<file path="src/rtl/led_blink_rate_decoder.sv">
// ============================================================================
// Module   : led_blink_rate_decoder
// Purpose  : Measures the half-period of a 50%-duty blink signal, classifies
//            it as 100/50/10/1 Hz and reports the enable/switch code that
//            produced it, or "disabled" when the signal holds steady.
// Revision : 1.0  initial release
// ============================================================================
`default_nettype none

module led_blink_rate_decoder #(
  parameter int CLK_HZ     = 25_000_000,
  parameter int TOL_SHIFT  = 3,
  parameter int LOCK_COUNT = 2
) (
  input  logic i_clock,
  input  logic i_reset,
  input  logic i_led_sense,
  output logic o_enable,
  output logic o_switch_1,
  output logic o_switch_2,
  output logic o_valid,
  output logic o_error
);

  // Nominal half-periods in clocks for each blink rate
  localparam int HP_100  = CLK_HZ / 200;
  localparam int HP_50   = CLK_HZ / 100;
  localparam int HP_10   = CLK_HZ / 20;
  localparam int HP_1    = CLK_HZ / 2;
  // One clock beyond the widest legal 1 Hz interval
  localparam int TIMEOUT = HP_1 + (HP_1 >> TOL_SHIFT) + 1;
  localparam int CW      = $clog2(TIMEOUT + 1);
  localparam int MW      = $clog2(LOCK_COUNT + 1);

  localparam logic [CW-1:0] TIMEOUT_C  = CW'(TIMEOUT);
  localparam logic [CW-1:0] TIMEOUT_M1 = CW'(TIMEOUT - 1);
  localparam logic [MW-1:0] LOCK_C     = MW'(LOCK_COUNT);

  // Inclusive acceptance windows, HP +/- (HP >> TOL_SHIFT)
  localparam logic [CW-1:0] LO_100 = CW'(HP_100 - (HP_100 >> TOL_SHIFT));
  localparam logic [CW-1:0] HI_100 = CW'(HP_100 + (HP_100 >> TOL_SHIFT));
  localparam logic [CW-1:0] LO_50  = CW'(HP_50 - (HP_50 >> TOL_SHIFT));
  localparam logic [CW-1:0] HI_50  = CW'(HP_50 + (HP_50 >> TOL_SHIFT));
  localparam logic [CW-1:0] LO_10  = CW'(HP_10 - (HP_10 >> TOL_SHIFT));
  localparam logic [CW-1:0] HI_10  = CW'(HP_10 + (HP_10 >> TOL_SHIFT));
  localparam logic [CW-1:0] LO_1   = CW'(HP_1 - (HP_1 >> TOL_SHIFT));
  localparam logic [CW-1:0] HI_1   = CW'(HP_1 + (HP_1 >> TOL_SHIFT));

  typedef enum logic [1:0] {
    S_IDLE    = 2'd0,
    S_ACQUIRE = 2'd1,
    S_LOCKED  = 2'd2
  } state_t;

  logic          sync1, sync2, prev;
  logic          sense_edge;
  logic [CW-1:0] count;
  logic          cls_none;
  logic [1:0]    cls_code;

  state_t        state, state_nx;
  logic [1:0]    cand, cand_nx;
  logic [MW-1:0] match_cnt, match_nx;
  logic [1:0]    sw, sw_nx;
  logic          enable_nx, valid_nx, error_nx;

  // Both polarities of a synchronised transition mark an edge
  assign sense_edge = sync2 ^ prev;
  assign o_switch_1 = sw[1];
  assign o_switch_2 = sw[0];

  // Two-flop synchroniser followed by the previous-value flop
  always_ff @(posedge i_clock or posedge i_reset) begin
    if (i_reset) begin
      sync1 <= 1'b0;
      sync2 <= 1'b0;
      prev  <= 1'b0;
    end else begin
      sync1 <= i_led_sense;
      sync2 <= sync1;
      prev  <= sync2;
    end
  end

  // Interval counter: restarts at 1 on an edge, saturates at TIMEOUT
  always_ff @(posedge i_clock or posedge i_reset) begin
    if (i_reset) begin
      count <= '0;
    end else if (sense_edge) begin
      count <= CW'(1);
    end else if (count != TIMEOUT_C) begin
      count <= count + 1'b1;
    end
  end

  // Classify the interval ending on this edge; a saturated count lands in NONE
  always_comb begin
    cls_none = 1'b0;
    cls_code = 2'b00;
    if (count >= LO_100 && count <= HI_100) begin
      cls_code = 2'b00;
    end else if (count >= LO_50 && count <= HI_50) begin
      cls_code = 2'b01;
    end else if (count >= LO_10 && count <= HI_10) begin
      cls_code = 2'b10;
    end else if (count >= LO_1 && count <= HI_1) begin
      cls_code = 2'b11;
    end else begin
      cls_none = 1'b1;
    end
  end

  // State, candidate, match counter and registered outputs
  always_ff @(posedge i_clock or posedge i_reset) begin
    if (i_reset) begin
      state     <= S_IDLE;
      cand      <= 2'b00;
      match_cnt <= '0;
      sw        <= 2'b00;
      o_enable  <= 1'b0;
      o_valid   <= 1'b0;
      o_error   <= 1'b0;
    end else begin
      state     <= state_nx;
      cand      <= cand_nx;
      match_cnt <= match_nx;
      sw        <= sw_nx;
      o_enable  <= enable_nx;
      o_valid   <= valid_nx;
      o_error   <= error_nx;
    end
  end

  // Lock/unlock decisions; an edge takes priority over the timeout
  always_comb begin
    state_nx  = state;
    cand_nx   = cand;
    match_nx  = match_cnt;
    sw_nx     = sw;
    enable_nx = o_enable;
    valid_nx  = o_valid;
    error_nx  = 1'b0;
    if (sense_edge) begin
      case (state)
        S_IDLE: begin
          // Interval ending here has no trustworthy start; discard it
          state_nx = S_ACQUIRE;
          match_nx = '0;
        end
        S_ACQUIRE: begin
          if (cls_none) begin
            error_nx = 1'b1;
            match_nx = '0;
          end else begin
            if (cls_code == cand) begin
              match_nx = match_cnt + 1'b1;
            end else begin
              cand_nx  = cls_code;
              match_nx = MW'(1);
            end
            if (match_nx == LOCK_C) begin
              state_nx  = S_LOCKED;
              valid_nx  = 1'b1;
              enable_nx = 1'b1;
              sw_nx     = cand_nx;
            end
          end
        end
        S_LOCKED: begin
          if (cls_none || cls_code != cand) begin
            error_nx = 1'b1;
            valid_nx = 1'b0;
            state_nx = S_ACQUIRE;
            if (cls_none) begin
              match_nx = '0;
            end else begin
              cand_nx  = cls_code;
              match_nx = MW'(1);
            end
          end
        end
        default: begin
          state_nx = S_IDLE;
        end
      endcase
    end else if (count == TIMEOUT_M1) begin
      // Steady input: report a valid "disabled" code once, as the count saturates
      state_nx  = S_IDLE;
      match_nx  = '0;
      enable_nx = 1'b0;
      sw_nx     = 2'b00;
      valid_nx  = 1'b1;
    end
  end

endmodule

`default_nettype wire
</file>
<file path="config.mk">
export PLATFORM = sky130hd
export DESIGN_NAME = led_blink_rate_decoder
export DESIGN_NICKNAME = d
export VERILOG_FILES = /design/src/rtl/led_blink_rate_decoder.sv
export SDC_FILE = /design/constraint.sdc
export NUM_CORES = 1
export LEC_CHECK = 0
export CAP_MARGIN = 20
export CORE_MARGIN = 1
export CORE_UTILIZATION = 40
export CTS_CLUSTER_SIZE = 20
export DETAILED_ROUTE_END_ITERATION = 8
export MAX_ROUTING_LAYER = met4
export PLACE_DENSITY = 0.68
export SLEW_MARGIN = 20
export SYNTH_ARGS = -nofsm -noshare
export SYNTH_HDL_FRONTEND = slang
export SYNTH_SLANG_ARGS = --single-unit
</file>
<file path="constraint.sdc">
create_clock -name i_clock -period 3.8 [get_ports i_clock]
set_input_delay 0.38 -clock i_clock [delete_from_list [all_inputs] [get_ports i_clock]]
set_output_delay 0.38 -clock i_clock [all_outputs]
set_load 0.05 [all_outputs]
</file>
==> out/metrics.cfg <==
[sta]
fin_crit_sh_pct=84.47
hold_viol_final=0
finalSetupTns_ps=0
finClkSkew_ps=8.128
setup_ws_ps=590.1
max-slew-margin-rel_pct=53.27
setup_viol=0
tightest_slew_ps=696.0
maxSlewViolCount=0
rsz0062_at_grt=no
max_freq_ghz=0.3115
min_period_ps=3210

[synth]
synth-edff-count=0
yosysTopAreaCellShare_pct=33.87
yosys-top-cells-area=dfrtp_1, nor2_1, ha_1, xor2_1, nand3_1
seq_area_frac_synth_pct=33.87
synthesis.nets=346
ys_warn_count=0
postSynth.asyncResetShare_pct=100.0
syn_area_sq_mm=0.002808
synth_largest_area_cell=dfrtp_1
synth-seq-cells=38
synth.distinct_cells=66
avgSynthCellArea_sq_um=8.381
syn_inst=335
synth_ff_type=dfrtp_1

[finish]
layout.nets=336
syn2layout_area_growth_pct=7.620
fin_area_sq_mm=0.003022
final_cell_count_no_fill=422
final_common_cell=nor2_1
fillCellCount=674
diodes=0
drive_above_1_share_pct=5.828
layout_common_cells=nor2_1, dfrtp_1, nand2_1, nand3_1, inv_1

[global_route]
grt_pass1_vias=2253
grt_pass1_wl_um=10960
grt_max_degree=39
antenna_found_initial=0
grt_use_total_pct=19.05
overflow=0

[drt]
vias=2414
drt_iter0_drc=260
postRouteAntennaNets=0
wl_per_cell_um=15.13
first_pass_iters=6
vias_per_cell=5.720
drcViolationCount=1
routed_wl_um=6385

[clock_network]
htree_levels=2
post_cts_buffers=0
clk_pin_slew_ps=80
ctsResizeCount=0
cts_root_buf=clkbuf_8
cts_sinks=38
cts_buffer_depth=2
clk_latency_ps=300
numCtsBuffers=5
cts_hold_buf=0
cts_tree=done

[outcome]
status=finished, violations left
violations=DRC

[pwr]
p_per_area_mw_per_mm2=321.1
worst_ir_drop_vdd_mv=0.2155
p_total_w=0.0009703
leakagePower_nw=1.148

[floorplanning]
initial_core_util_pct=41.33
num_rows=30
io_pins=8
design.die.area_sq_mm=0.007358
coreArea_sq_mm=0.006794
die_h_um=85.78
die_w_um=85.78

[setup_path]
startpoint_type=register
critPathRequiredTime_ps=4030
critPathLaunch=count[11]
timing.rr.end=state[0]
crit_type=register to register
end_kind=register
crit_path_end=state[0]
ff2ff_setup_slack_ps=590
cp_data_arrival_time_ps=3440
r2r.worst_path.cells=8
cp_max_fo=11
reg2reg_from=count[11]

[placed_design]
place_ws_ps=634.6
gp_congestion=0.8986
place_inst=414
dp_hpwl_um=4523
placedInstanceArea_sq_mm=0.002908
numPortBuffers=7

[hold_path]
hold_depth=0
min_path_type=register to register

[run]
drv_cap=0

[report_power, final]
part | total (W) | switching (W) | internal (W)
registers | 0.000452 | 0.0000309 | 0.000422
logic | 0.000168 | 0.000101 | 0.0000662
clock network | 0.000350 | 0.000155 | 0.000195
[cell families after synthesis]
logic type | synth area share [%]
AND/OR/NAND/NOR | 29.99
XOR/XNOR | 6.239
AO/OA/AOI/OAI | 17.74
adder cells (fa/ha/maj) | 3.565
buffers and inverters | 6.417
multiplexers | 2.184
flip-flops | 33.87
[critical path: stages, from the launching register on]
cell	delay (ps)
dfrtp_1	510
or4bb_1	590
nor4_1	360
a221oi_1	130
o21ai_0	370
nor3_1	130
or3_1	510
a221oi_2	330
mux2i_1	210
[area by class of cell]
cell class,instances,area (sq um),area share [%]
inverter,16,60.06,1.988
tap,96,120.1,3.975
clock inverter,3,45.04,1.491
multi-input combinational,254,1684,55.74
timing repair buffer,10,92.59,3.064
sequential,38,950.9,31.47
clock buffer,5,68.82,2.277
[per-layer routing]
| metal | part of all wire (%) | global-route usage (%) |
|---|---|---|
| met2 | 45 | 27.64 |
| met4 | 1.1 | 6.364 |
| met3 | 5.8 | 3.850 |
| met5 | 0 | - |
| met1 | 48 | 26.53 |
[metrics by stage]
stage,util [%],hold WS (ps)
6_report,44.48,357.2
5_1_grt,44.48,368.8
4_1_cts,44.48,361.5
3_5_place_dp,42.80,341.2
3_3_place_gp,42.80,341.9
2_1_floorplan,-,331.2
[state kept, by name, summed over array words and instances, names as in the netlist]
register / count
count: 24
sw: 2
sync1: 1
state: 2
match_cnt: 2
sync2: 1
o_enable: 1
cand: 2
o_valid: 1
prev: 1
o_error: 1
[cell usage after synthesis (2+ instances only)]
master,n
buf_2,3
and2_1,4
xnor2_1,9
buf_1,3
nor4_1,4
xor2_1,11
dfrtp_1,38
and3_1,2
a21oi_1,12
or3b_1,2
ha_1,8
clkbuf_1,19
nor2b_1,5
a221oi_1,2
nand2b_1,8
and4_1,2
nor3_1,7
nand3_1,18
inv_1,16
or3_1,9
a311oi_1,3
nor2_1,43
a22oi_1,2
o21ai_0,14
or4bb_1,2
nor4b_1,4
nand4_1,8
o211ai_1,4
mux2i_1,5
a41oi_1,2
a21o_1,2
o31ai_1,3
nor3b_1,4
buf_6,2
nand2_1,20
o311ai_0,3
or4_1,2
nand3b_1,2
[how the worst min path moves through the flow]
stage / startpoint / end / slack (ps)
floorplan: sync1 / sync2 / 330
global placement: sync1 / sync2 / 340
detailed placement: sync1 / sync2 / 340
CTS: sync1 / sync2 / 360
global route: sync1 / sync2 / 370
finish: sync1 / sync2 / 360
No activity file was read; power rests on OpenSTA's default activity.
